$ cat config.mk
export PLATFORM = sky130hd
export DESIGN_NAME = softmax_rr_arbiter
export DESIGN_NICKNAME = d
export VERILOG_FILES = /design/src/rtl/softmax_rr_arbiter.sv
export SDC_FILE = /design/constraint.sdc
export NUM_CORES = 1
export LEC_CHECK = 0
export CAP_MARGIN = 20
export CORE_AREA = 8 8 249 251
export DETAILED_ROUTE_END_ITERATION = 8
export DIE_AREA = 0 0 257 259
export HOLD_SLACK_MARGIN = 0.1
export PLACE_DENSITY = 0.51
export SETUP_SLACK_MARGIN = 0.4
export SLEW_MARGIN = 10
export SYNTH_ARGS = -nofsm -noshare
export SYNTH_HDL_FRONTEND = slang
export SYNTH_SLANG_ARGS = --single-unit
$ cat constraint.sdc
create_clock -name clk -period 2.5 [get_ports clk]
set_input_delay 0.25 -clock clk [delete_from_list [all_inputs] [get_ports clk]]
set_output_delay 0.25 -clock clk [all_outputs]
set_load 0.02 [all_outputs]
$ cat src/rtl/softmax_rr_arbiter.sv
// Purpose: round-robin share of one 4-lane softmax core between two requesters, with a done-watchdog.
// Latency: accept at A, core_start at A+1, rsp_valid from A+4 with a 2-cycle core; 5 cycles/op minimum.
// Backpressure: a response is held until the granted requester takes it; no new accept until then.
module softmax_rr_arbiter #(
  parameter int WIDTH      = 32,
  parameter int FRAC_WIDTH = 16,
  parameter int TIMEOUT    = 15
) (
  input  logic                 clk,
  input  logic                 rst,
  input  logic [1:0]           req_valid,
  output logic [1:0]           req_ready,
  input  logic [2*4*WIDTH-1:0] req_x,
  output logic [1:0]           rsp_valid,
  input  logic [1:0]           rsp_ready,
  output logic [4*WIDTH-1:0]   rsp_y,
  output logic                 core_start,
  output logic [4*WIDTH-1:0]   core_x,
  input  logic [4*WIDTH-1:0]   core_y,
  input  logic                 core_done,
  output logic                 busy,
  output logic                 err_timeout
);

  localparam int VW   = 4 * WIDTH;
  localparam int WD_W = $clog2(TIMEOUT);

  // Elaboration-time sanity checks on the parameter set.
  if (TIMEOUT < 3) begin : g_bad_timeout
    $error("softmax_rr_arbiter: TIMEOUT must be >= 3");
  end
  if (FRAC_WIDTH > WIDTH) begin : g_bad_frac
    $error("softmax_rr_arbiter: FRAC_WIDTH must not exceed WIDTH");
  end

  typedef enum logic [1:0] {
    IDLE  = 2'd0,
    ISSUE = 2'd1,
    WAIT  = 2'd2,
    RESP  = 2'd3
  } state_t;

  state_t          state;
  state_t          state_nxt;
  logic            last_grant;
  logic            gnt;
  logic            sel;
  logic            wd_expired;
  logic [WD_W-1:0] wd_cnt;
  logic [VW-1:0]   x_reg;
  logic [VW-1:0]   y_reg;

  // The requester that did not win last time has priority; otherwise the only valid one wins.
  assign sel        = req_valid[~last_grant] ? ~last_grant : last_grant;
  assign wd_expired = (wd_cnt == WD_W'(TIMEOUT - 1));

  assign core_x = x_reg;
  assign rsp_y  = y_reg;

  // State register.
  always_ff @(posedge clk) begin
    if (rst) begin
      state <= IDLE;
    end else begin
      state <= state_nxt;
    end
  end

  // Next-state decode; a late or stray core_done outside WAIT is ignored.
  always_comb begin
    state_nxt = state;
    case (state)
      IDLE:    if (|req_valid) state_nxt = ISSUE;
      ISSUE:   state_nxt = WAIT;
      WAIT: begin
        if (core_done)       state_nxt = RESP;
        else if (wd_expired) state_nxt = IDLE;
      end
      RESP:    if (rsp_ready[gnt]) state_nxt = IDLE;
      default: state_nxt = IDLE;
    endcase
  end

  // Output decode; req_ready is masked during reset so nothing looks accepted while the block is being cleared.
  always_comb begin
    req_ready   = 2'b00;
    rsp_valid   = 2'b00;
    core_start  = 1'b0;
    err_timeout = 1'b0;
    busy        = (state != IDLE);
    case (state)
      IDLE:    if (!rst && (|req_valid)) req_ready[sel] = 1'b1;
      ISSUE:   core_start = 1'b1;
      WAIT:    err_timeout = !core_done && wd_expired;
      RESP:    rsp_valid[gnt] = 1'b1;
      default: ;
    endcase
  end

  // Datapath: operand capture on accept, result capture on done, watchdog count, arbitration history.
  always_ff @(posedge clk) begin
    if (rst) begin
      last_grant <= 1'b1;
      gnt        <= 1'b0;
      wd_cnt     <= '0;
      x_reg      <= '0;
      y_reg      <= '0;
    end else begin
      case (state)
        IDLE: begin
          if (|req_valid) begin
            x_reg <= sel ? req_x[VW +: VW] : req_x[0 +: VW];
            gnt   <= sel;
          end
        end
        ISSUE: wd_cnt <= '0;
        WAIT: begin
          if (core_done)       y_reg      <= core_y;
          else if (wd_expired) last_grant <= gnt;
          else                 wd_cnt     <= wd_cnt + WD_W'(1);
        end
        RESP: begin
          if (rsp_ready[gnt]) last_grant <= gnt;
        end
        default: ;
      endcase
    end
  end

endmodule

Yosys cells after proc, flatten, opt, wreduce, memory -nomap -nowiden
Cells that the tools add are included.

Flip-flop bits (word level): 264. Bits in latches: 0. RAM bits: 0. Bits in read-only memories: 0. Bits of input ports: 391. Logic and storage cells: 66. Memories: 0.

$add $sub $neg: 1. Multiply operators: 0. Divide/modulo/power cells: 0. $lt $le $gt $ge: 5. Eq/ne operators: 10. Shifts and indexed selects: 0. Muxes and demuxes: 27. Bitwise gates (word level): 1. Reduce and logical (&&, ||, !) cells: 16.

Operators with widths (count): $mux 128 (1); $mux 2 (7); $mux 1 (12); $ne 2x2->1 const B (5); $mux 4 (2); $pmux 2 s4 (1); $pmux 4 s2 (1); $lt 1x2->1 const B (3); $reduce_and 3->1 (2); $reduce_bool 2->1 (3); $add 4x1->4 const B (1); $eq 2x2->1 const B (2); $eq 4x4->1 const B (1); $logic_and 1x1->1 (4); $reduce_and 2->1 (2); $reduce_and 4->1 (1); $ne 3x3->1 const B (1); $demux 1 s1 (2); $eq 2x1->1 const B (1); $ge 1x1->1 const B (2); $logic_not 1->1 (2); $logic_not 2->1 (1); $pmux 1 s2 (1); $reduce_or 2->1 (1); $not 1->1 (1).

Depth between registers and ports, before layout
Word-level depth: 10. Gate-level depth with buffers: 6.

Least setup slack after synthesis
No wires, ideal clock.

Path type: reg2out. From: register state[1]. To: output req_ready[0]. Arrival: 1.765 ns. Setup slack: 0.485 ns. Cell stages (with the launch flop): 7. Path buffers: 3. Cell sequence: dfxtp_1 buf_4 nor2_1 buf_2 buf_2 nand2_1 nor4_1.

Word-level cells in the longest chain between the ends: 2.

RTL lines: start: declaration (line 43) `state_t state;`; start signal: assignment (line 65) `state <= state_nxt;`; $logic_not 2->1 (line 91) `case (state)`; $mux 2 (line 91); end: declaration (line 12) `output logic [1:0] req_ready,`.

No other way between the ends.

Final worst setup path
From: register last_grant. To: register x_reg[124] (netlist: core_x[124]).

Word-level cells in the longest chain between the ends: 4. Elaborated cells between the ends (all ways): 5. Classes of those cells: mux (4); bitwise (1).

RTL lines: start: declaration (line 45) `logic last_grant;`; start signal: assignment (line 119) `else if (wd_expired) last_grant <= gnt;`; start signal: assignment (line 123) `if (rsp_ready[gnt]) last_grant <= gnt;`; $mux 1 (not written as such) (2 in series) (line 54) `assign sel = req_valid[~last_grant] ? ~last_grant : last_grant;`; $mux 1 (*) (line 54); $mux 128 (*) (line 112) `x_reg <= sel ? req_x[VW +: VW] : req_x[0 +: VW];`; end signal: assignment (line 112); end: declaration (line 50) `logic [VW-1:0] x_reg;`.

Mark *: on every way between the ends. The rest lies on a longest branch, timed or not. The select of a mux whose other input is x is not followed. A chain may end at the register's enable or synchronous reset.

==> reports/qor.csv <==
metric;value;unit
Initial Util;0.188;
Worst Reg-to-Reg Cells;5;
FMAX;502;MHz
Worst-path clk slew;60;ps
yosys warns;0;
global-route wire length before repair;87100;um
WHS Endpoint;rsp_y[58];
total power;13.2;mW
max_cap viols;0;
Final Util;0.334;
Nets;2337;
drt initial violations;713;
port bufs;653;
setup slack, reg-to-reg;510;ps
worst skew pair latency;530;ps
critical path arrival;2410;ps
register bit total from synthesis;264;
vias;13000;
Max Buffers Root-to-Sink;3;
PwrDens;677;nW/um2
worst vdd ir;418;uV
chip width;257;um
highest-count cells in the layout ignoring fill and taps;clkdlybuf4s50_1 (645), dfxtp_1 (262), a21oi_1 (260), nand2_1 (258), nand3_1 (131);
gpl congestion;0.791;
Setup crit end kind;register;
number of global-route vias before repair;13000;
worst reg2reg startpoint;last_grant;
initial antenna violation count;21;
RSZ-0062 raised after global routing;false;
Hold Path Class;input pin to register;
fin crit period;1990;ps
max-slew violation count;0;
area leader, netlist;dfxtp_1;
total track usage;0.168;
final WL;59800;um
Fillers;6092;
Rel. slew slack;0.418;
post-synthesis sequential area ratio;0.484;
Layout area overhead;77.8;%
Final setup viols;0;
largest fanout on the critical path;116;
H-Tree Depth;2;
CTS Buf Count;34;
first drt pass iteration count;5;
total grt overflow;0;
total clock sinks;264;
Final period util;0.796;
pin count of the biggest net entering global routing;140;
Hold Vio Cnt, Final;0;
Slew @ Worst Pin;873;ps
Critical R2R Capture;core_x[124];
ratio of cells with drive above 1 in the final layout;0.0513;
Final HPWL DP;42700;um
Synth Cell Area;10900;um2
Pleak;6.59;nW
# hold bufs at CTS;0;
DRT antenna net count;0;
CTS tree;done;
CTS Root Cell;clkbuf_16;
Startpoint Class;register;
Avg Inst Size Synth;7.93;um2
Setup Skew;11.0;ps
top cell type's share of synthesized area;0.484;
drt drc;0;
core region area;58200;um2
vias per cell;4.71;
kind of critical path;register to register;
Core Rows;89;
Die Area;66600;um2
HP Start;core_y[58];
Syn Inst Count;1377;
Area contributors post-synth;dfxtp_1 (48%), a21oi_1 (12%), a311oi_1 (10%), nand2_1 (8.9%), nand3_1 (6.0%);
syn_nets;1770;
Worst Hold Path Cells;3;
WL/cell;21.7;um
Worst EP required;2920;ps
Ports;654;
Die H;259;um
Netlist cell types;33;
status;complete, no violations;
commonest non-fill, non-tap cell in the layout;clkdlybuf4s50_1;
worst max-delay path by stage:
| stage | depth (start not counted) | slack [ps] | start | to |
|---|---|---|---|---|
| final | 5 | 510 | last_grant | core_x[124] |
| after global routing | 4 | 410 | last_grant | req_ready[0] |
| after CTS | 4 | 300 | last_grant | req_ready[0] |
| after detailed placement | 5 | -200 | req_valid[0] | req_ready[0] |
| after global placement | 5 | -200 | req_valid[0] | req_ready[0] |
| after floorplan | 6 | 480 | state[1] | req_ready[0] |
registers in the layout (all words and copies together) (netlist names):
| register | cells |
|---|---|
| core_x | 128 |
| gnt | 1 |
| last_grant | 1 |
| rsp_y | 128 |
| state | 2 |
| wd_cnt | 4 |
synthesized netlist by cell type:
master and instances:
a211oi_1 1, a21oi_1 260, a311oi_1 128, a31oi_1 2, and2_1 1, and2b_1 1
and3_1 2, and3b_1 1, buf_1 2, buf_2 17, buf_4 1, buf_6 2
clkbuf_1 139, dfxtp_1 264, ha_1 2, inv_1 5, mux2i_1 3, nand2_1 258
nand2b_1 3, nand3_1 131, nand3b_1 2, nor2_1 6, nor2b_1 2, nor3_1 1
nor3b_1 1, nor4_1 1, o211ai_1 3, o21ai_0 130, o22ai_1 1, or2_2 1
or3_1 4, or3b_1 1, or4b_1 1
routing by layer:
layer / GRT usage / vias to the layer above / wire length [um]
met4: 0.0616 / 14 / 1850
li1: - / 6114 / -
met3: 0.0809 / 90 / 6630
met2: 0.264 / 583 / 26900
met5: 0 / - / 95
met1: 0.196 / 6158 / 24300
per-stage QoR:
step	instances	cell area, um2	setup TNS (ps)	hold slack [ps]	setup slack, ps
after floorplan	1377	10900	0	386	485
after global placement	2680	18300	-202	441	-202
after detailed placement	2680	18300	-199	446	-199
after CTS	2739	19400	0	228	301
after global routing	2744	19400	0	241	411
final	2751	19400	0	278	509
worst max-delay path, stage by stage, from the launching register on:
cell and delay (ps):
dfxtp_1 420, nor2b_4 250, buf_4 150, buf_12 280
o21ai_0 290, a311oi_1 330
cells by family after synthesis:
group,share of synthesized area
simple gates,0.165
compound gates,0.286
buf+inv,0.0607
flops,0.484
fa+ha+maj,0.00229
mux,0.00275
power by group:
| group | total, mW | switching (mW) | internal, mW |
|---|---|---|---|
| clock | 4.77 | 1.91 | 2.86 |
| combinational | 3.53 | 1.84 | 1.69 |
| sequential | 4.86 | 0.242 | 4.62 |
| total | 13.2 | 3.99 | 9.17 |
cell type report:
class,count,area (um2),area share
repair buffers,692,7020,0.362
diodes,11,27.5,0.00142
flip-flops and latches,264,5290,0.272
inverters,5,18.8,0.000966
multi-input cells,947,5030,0.259
clock buffers,53,1000,0.0517
clock inverters,6,61.3,0.00316
well taps,773,967,0.0498
timing repair:
action                     4_1_cts  5_1_grt
hold endpoints to repair         0        0
resized for setup               21        4
setup buffers                    0        1
setup endpoints to repair        7        3
Note: power is estimated with default switching activity, not from simulation.
